File: src/rtl/timer_pkg.sv
// Shared timing types for the time-entry, countdown and display blocks.
// Field widths, per-field limits, the timer state encoding and small helpers.
package timer_pkg;

    localparam int MS_W  = 10;
    localparam int SEC_W = 6;
    localparam int MIN_W = 6;
    localparam int HR_W  = 5;

    localparam logic [MS_W-1:0]  MS_MAX  = 10'd999;
    localparam logic [SEC_W-1:0] SEC_MAX = 6'd59;
    localparam logic [MIN_W-1:0] MIN_MAX = 6'd59;
    localparam logic [HR_W-1:0]  HR_MAX  = 5'd23;

    typedef enum logic [1:0] {
        IDLE  = 2'd0,
        RUN   = 2'd1,
        PAUSE = 2'd2,
        DONE  = 2'd3
    } state_t;

    typedef struct packed {
        logic [HR_W-1:0]  hours;
        logic [MIN_W-1:0] minutes;
        logic [SEC_W-1:0] seconds;
        logic [MS_W-1:0]  millis;
    } time_t;

    // True when every field of the time value is zero.
    function automatic logic time_is_zero(input time_t t);
        return (t.millis  == 10'd0) && (t.seconds == 6'd0) &&
               (t.minutes == 6'd0)  && (t.hours   == 5'd0);
    endfunction

endpackage

File: src/rtl/ms_tick_gen.sv
// Millisecond prescaler for countdown_timer.
// Counts 0..MS_DIV-1 while en is high, holds its value while en is low so a
// paused countdown resumes mid-millisecond, and is cleared by clr.
// tick is high for the single cycle in which the terminal count is reached.
module ms_tick_gen #(
    parameter int MS_DIV = 100000
) (
    input  logic clk,
    input  logic reset,
    input  logic en,
    input  logic clr,
    output logic tick
);

    localparam int CNT_W = (MS_DIV > 1) ? $clog2(MS_DIV) : 1;
    localparam logic [CNT_W-1:0] TERM = CNT_W'(MS_DIV - 1);

    logic [CNT_W-1:0] cnt_r;
    logic             term_s;

    assign term_s = (cnt_r == TERM);
    assign tick   = en && !clr && term_s;

    // Prescaler counter: clear, wrap at terminal count, or hold when disabled
    always_ff @(posedge clk or posedge reset) begin
        if (reset) begin
            cnt_r <= {CNT_W{1'b0}};
        end else if (clr) begin
            cnt_r <= {CNT_W{1'b0}};
        end else if (en) begin
            if (term_s) begin
                cnt_r <= {CNT_W{1'b0}};
            end else begin
                cnt_r <= cnt_r + CNT_W'(1);
            end
        end else begin
            cnt_r <= cnt_r;
        end
    end

endmodule

File: src/rtl/countdown_timer.sv
// Countdown timer: captures a clamped ms/sec/min/hr value, counts it down in
// 1 ms steps, supports pause/resume and flags expiry on done_o.
// Optional feature macro: COUNTDOWN_AUTO_RELOAD_EN -- when defined, expiry
// reloads the last loaded value from a shadow register and keeps running,
// with done_o pulsing for one cycle per expiry.
module countdown_timer
    import timer_pkg::*;
#(
    parameter int MS_DIV = 100000
) (
    input  logic             clk,
    input  logic             reset,
    input  logic             load,
    input  logic             start,
    input  logic             pause,
    input  logic [MS_W-1:0]  ms_i,
    input  logic [SEC_W-1:0] sec_i,
    input  logic [MIN_W-1:0] min_i,
    input  logic [HR_W-1:0]  hr_i,
    output logic [MS_W-1:0]  ms_o,
    output logic [SEC_W-1:0] sec_o,
    output logic [MIN_W-1:0] min_o,
    output logic [HR_W-1:0]  hr_o,
    output logic             running_o,
    output logic             done_o
);

    state_t state_r;
    state_t state_next_s;
    time_t  count_r;
    time_t  count_next_s;
    time_t  clamped_s;
    time_t  dec_s;
    logic   count_zero_s;
    logic   dec_zero_s;
    logic   load_acc_s;
    logic   tick_s;
    logic   expire_s;
    logic   presc_en_s;
    logic   running_r;
    logic   done_r;
    logic   running_next_s;
    logic   done_next_s;

`ifdef COUNTDOWN_AUTO_RELOAD_EN
    time_t  shadow_r;
`endif

    // Load is honoured everywhere except while actively counting.
    assign load_acc_s   = load && (state_r != RUN);
    assign count_zero_s = time_is_zero(count_r);
    assign dec_zero_s   = time_is_zero(dec_s);
    assign expire_s     = tick_s && dec_zero_s;
    assign presc_en_s   = (state_r == RUN);

    ms_tick_gen #(
        .MS_DIV (MS_DIV)
    ) u_tick_gen (
        .clk   (clk),
        .reset (reset),
        .en    (presc_en_s),
        .clr   (load_acc_s),
        .tick  (tick_s)
    );

    // Saturate each entered field to its legal maximum
    always_comb begin
        clamped_s         = '{default: 1'b0};
        clamped_s.millis  = (ms_i  > MS_MAX)  ? MS_MAX  : ms_i;
        clamped_s.seconds = (sec_i > SEC_MAX) ? SEC_MAX : sec_i;
        clamped_s.minutes = (min_i > MIN_MAX) ? MIN_MAX : min_i;
        clamped_s.hours   = (hr_i  > HR_MAX)  ? HR_MAX  : hr_i;
    end

    // One-millisecond decrement through the ms->sec->min->hr borrow chain;
    // a zero count stays at zero so the value can never wrap below 0.
    always_comb begin
        dec_s = count_r;
        if (count_zero_s) begin
            dec_s = count_r;
        end else if (count_r.millis != 10'd0) begin
            dec_s.millis = count_r.millis - 10'd1;
        end else begin
            dec_s.millis = MS_MAX;
            if (count_r.seconds != 6'd0) begin
                dec_s.seconds = count_r.seconds - 6'd1;
            end else begin
                dec_s.seconds = SEC_MAX;
                if (count_r.minutes != 6'd0) begin
                    dec_s.minutes = count_r.minutes - 6'd1;
                end else begin
                    dec_s.minutes = MIN_MAX;
                    dec_s.hours   = count_r.hours - 5'd1;
                end
            end
        end
    end

    // FSM state register
    always_ff @(posedge clk or posedge reset) begin
        if (reset) begin
            state_r <= IDLE;
        end else begin
            state_r <= state_next_s;
        end
    end

    // FSM next state: load outranks pause, pause outranks start; expiry
    // outranks pause while running.
    always_comb begin
        state_next_s = state_r;
        case (state_r)
            IDLE, PAUSE: begin
                if (load) begin
                    state_next_s = IDLE;
                end else if (pause) begin
                    state_next_s = state_r;
                end else if (start) begin
                    state_next_s = count_zero_s ? DONE : RUN;
                end else begin
                    state_next_s = state_r;
                end
            end
            RUN: begin
`ifdef COUNTDOWN_AUTO_RELOAD_EN
                if (pause) begin
                    state_next_s = PAUSE;
                end else begin
                    state_next_s = RUN;
                end
`else
                if (expire_s) begin
                    state_next_s = DONE;
                end else if (pause) begin
                    state_next_s = PAUSE;
                end else begin
                    state_next_s = RUN;
                end
`endif
            end
            DONE: begin
                if (load) begin
                    state_next_s = IDLE;
                end else begin
                    state_next_s = DONE;
                end
            end
            default: begin
                state_next_s = IDLE;
            end
        endcase
    end

    // FSM outputs, computed one cycle ahead so they can be registered
    always_comb begin
        running_next_s = (state_next_s == RUN);
`ifdef COUNTDOWN_AUTO_RELOAD_EN
        done_next_s    = (state_next_s == DONE) || expire_s;
`else
        done_next_s    = (state_next_s == DONE);
`endif
    end

    // Next count value: load, reload on expiry, or a 1 ms decrement on tick
    always_comb begin
        count_next_s = count_r;
        if (load_acc_s) begin
            count_next_s = clamped_s;
        end else if (tick_s) begin
`ifdef COUNTDOWN_AUTO_RELOAD_EN
            if (dec_zero_s) begin
                count_next_s = shadow_r;
            end else begin
                count_next_s = dec_s;
            end
`else
            count_next_s = dec_s;
`endif
        end else begin
            count_next_s = count_r;
        end
    end

    // Count and status output registers
    always_ff @(posedge clk or posedge reset) begin
        if (reset) begin
            count_r   <= '{default: 1'b0};
            running_r <= 1'b0;
            done_r    <= 1'b0;
        end else begin
            count_r   <= count_next_s;
            running_r <= running_next_s;
            done_r    <= done_next_s;
        end
    end

`ifdef COUNTDOWN_AUTO_RELOAD_EN
    // Shadow copy of the last loaded value, used as the reload source
    always_ff @(posedge clk or posedge reset) begin
        if (reset) begin
            shadow_r <= '{default: 1'b0};
        end else if (load_acc_s) begin
            shadow_r <= clamped_s;
        end else begin
            shadow_r <= shadow_r;
        end
    end
`endif

    assign ms_o      = count_r.millis;
    assign sec_o     = count_r.seconds;
    assign min_o     = count_r.minutes;
    assign hr_o      = count_r.hours;
    assign running_o = running_r;
    assign done_o    = done_r;

endmodule

File: config.mk
export PLATFORM = sky130hd
export DESIGN_NAME = countdown_timer
export DESIGN_NICKNAME = d
export VERILOG_FILES = /design/src/rtl/timer_pkg.sv /design/src/rtl/ms_tick_gen.sv /design/src/rtl/countdown_timer.sv
export SDC_FILE = /design/constraint.sdc
export NUM_CORES = 1
export LEC_CHECK = 0
export CORE_UTILIZATION = 54
export DETAILED_ROUTE_END_ITERATION = 10
export PLACE_DENSITY = 0.83
export SETUP_SLACK_MARGIN = 0.02
export SYNTH_ARGS = -nofsm -noshare
export SYNTH_HDL_FRONTEND = slang
export SYNTH_SLANG_ARGS = --single-unit
File: constraint.sdc
create_clock -name clk -period 3.4 [get_ports clk]
set_input_delay 0.51 -clock clk [delete_from_list [all_inputs] [get_ports clk]]
set_output_delay 0.51 -clock clk [all_outputs]
set_load 0.05 [all_outputs]
==> flow_summary.yaml <==
outcome:
  outcome: "completed"
timing:
  setup_tns_ps: 0
  fmax_mhz: 312
  skew_ps: 7.04
  tightestPinTransition_ps: 1020
  min_period_over_period: 0.942
  rsz0062_at_grt: "false"
  slew_headroom: 0.316
  period_needed_ps: 3200
  fin_hold_ws_ps: 495
  finalHoldViolCount: 0
  setup_viol: 0
  slew_violations: 0
flow_run:
  maxCapViolations: 0
logic_synthesis:
  synth_warnings: 0
  postSynthCellCount: 451
  synth_cell_type_count: 60
  async_reset_ff_frac: 1.00
  synth_area_leaders: "dfrtp_1 35%, o21ai_0 8.6%, nand2_1 6.1%"
  yosys_register_bits: 48
  synth_ff_type: "dfrtp_1"
  syn_avg_cell_area_um2: 7.65
  synth_top_area_cell: "dfrtp_1"
  syn_nets: 490
  yosysTopAreaCellShare: 0.348
  yosysMostFrequentCell: "o21ai_0"
  yosysSeqAreaShare: 0.348
  synth_edf_count: 0
  syn-cell-area_mm2: 0.00345
  synth_common_cells: "59 x o21ai_0, 56 x nand2_1, 51 x nor2_1"
global_routing:
  grt_pass1_wl_um: 17000
  grt_overflow_total: 0
  track_usage: 0.331
  grt_pass1_vias: 3471
  antenna_found_initial: 0
  grt_max_degree: 49
route:
  routed.top_layer: "met4"
  wl_met3_um: 806
  firstDrtPassIters: 5
  drc: 0
  antenna_left: 0
  detail_route.wl_per_cell_um: 18.1
  vias: 3858
  viasPerCell: 6.56
  wl_um: 10600
  dr_wl_met2_um: 4930
  wl_met1_um: 4730
  drtIter0Drc: 345
clocking:
  cts_made_buffers: 5
  clock-sinks: 48
  clk_latency_ps: 310
  clock_tree.buffer_depth: 2
  path_clk_slew_ps: 90
  cts_max_level: 2
  tritoncts: "yes"
  cts_root_buf: "clkbuf_8"
setup_path:
  crit_buf_inv: 1
  r2r_start: "sec_o[0]"
  reg2regPathDepth: 10
  required_ps: 3650
  end_kind: "flop"
  crit_family: "simple AND/OR/NAND/NOR gates"
  crit_type: "reg2reg"
  reg2reg_slack_ps: 200
  worstPathCellList: "inv_1, ha_1, nor3b_4, nand2_1, or4_1, o31ai_1, nand2b_1, nor4_2, a41o_1, a21boi_2"
  cp_max_fo: 8
  regToRegEndpoint: "done_o"
  cp.arrival_ps: 3450
  cp_slowest_cell: "or4_1"
  worstSetupStartpointType: "flop"
  critical_path.max_stage_delay_ps: 670
power:
  pwr-share-clk: 0.179
  switching_power_w: 0.000960
  powerDensity_mw_per_mm2: 495
  peakVddDrop_v: 0.000466
  p_seq_frac: 0.379
  cellLeakagePower_nw: 1.74
  p_int_w: 0.00115
  swShare: 0.454
  p_comb_frac: 0.442
placed_design:
  place_area_mm2: 0.00417
  place_hpwl_um: 7670
  dp_cells: 580
  routabilityCongestion: 0.990
  io_buffer_count: 60
floorplanning:
  die-area_mm2: 0.00671
  die_w_um: 81.9
  start_util: 0.573
  io_pins: 61
  coreArea_mm2: 0.00603
  die_y_um: 81.9
  row_count: 28
hold_path:
  holdCritPathClass: "reg2reg"
  worstHoldStart: "u_tick_gen.cnt_r[16]"
  whs_path_depth: 1
  holdPathEnd: "u_tick_gen.cnt_r[16]"
layout:
  area_growth_pct: 23.9
  drive_gt1_frac: 0.0721
  fin_cells: 588
  final_core_util: 0.709
  fillCellCount: 487
  antenna_cells: 0
  fin_nets: 551
  fin_area_mm2: 0.00427
state kept, by name, summed over array words and instances, names as in the netlist:
register	cells
state_r	2
min_o	6
ms_o	10
sec_o	6
done_o	1
running_o	1
hr_o	5
u_tick_gen.cnt_r	17
repair_timing:
item                                    4_1_cts  5_1_grt
setup buffers                                 0        0
gates resized for setup                       0        1
endpoints found under the setup margin        0        2
hold buffers                                  0        0
per-stage QoR:
step           total power [W]  setup WS [ps]
2_1_floorplan          0.00140            365
4_1_cts                0.00210            276
6_report               0.00211            196
5_1_grt                0.00222           38.9
3_5_place_dp           0.00173            302
3_3_place_gp           0.00171            346
cell usage in the layout, fill, tap and decap left out, drive strengths merged, types with 4 or more instances in the layout:
master          n
a21o            4
o22ai          14
nand4           9
nand2          56
nor2b           4
nor2           51
a31oi           6
dfrtp          48
nand3          14
or3             4
nor4b           5
and3           12
nand2b          6
inv            14
buf            16
a21oi          33
o21ai          60
clkdlybuf4s50  60
a22o            4
clkbuf          6
ha              7
nor4            4
nor3           24
worst max path at each step:
stage,slack (ps),cells after the start,endpoint,start
after floorplan,370,9,done_o,sec_o[0]
after global placement,350,9,done_o,sec_o[0]
after detailed placement,300,10,done_o,sec_o[0]
after CTS,280,10,done_o,sec_o[0]
after global routing,40,10,done_o,sec_o[0]
final,200,10,done_o,sec_o[0]
layer usage:
| layer | GRT usage | vias to the layer above |
|---|---|---|
| li1 | - | 1784 |
| met1 | 0.469 | 1856 |
| met2 | 0.517 | 204 |
| met3 | 0.0456 | 14 |
| met4 | 0.109 | 0 |
| met5 | 0 | - |
power groups by stage:
stage	clock [W]	sequential, W	combinational (W)
final	0.000378	0.000802	0.000934
after floorplan	0	0.00101	0.000390
after global routing	0.000400	0.000817	0.00100
after CTS	0.000377	0.000794	0.000925
after detailed placement	0	0.000805	0.000921
after global placement	0	0.000800	0.000912
worst reg2reg max path: cells and delay by family (launching register included):
family,cells,cell delay (ps)
buf+inv,1,100
flops,1,470
compound gates,3,650
fa+ha+maj,1,250
simple gates,5,1660
kinds of logic after synthesis:
kind of cell	share of synthesized area
and+or+nand+nor	0.300
AOI/OAI and AO/OA	0.268
DFF	0.348
buffers and inverters	0.0424
adders and majority gates	0.0254
xor gates and xnor gates	0.0102
muxes	0.00580
area by class of cell:
cell class                 count  area (um^2)  area share
multi-input combinational    367         2110       0.493
timing repair buffer          76          721       0.169
inverter                      14         52.6      0.0123
tap                           75         93.8      0.0220
sequential                    48         1200       0.281
clock buffer                   6         82.6      0.0193
clock inverter                 2         15.0     0.00351
Power figures use the tool's default switching activity.
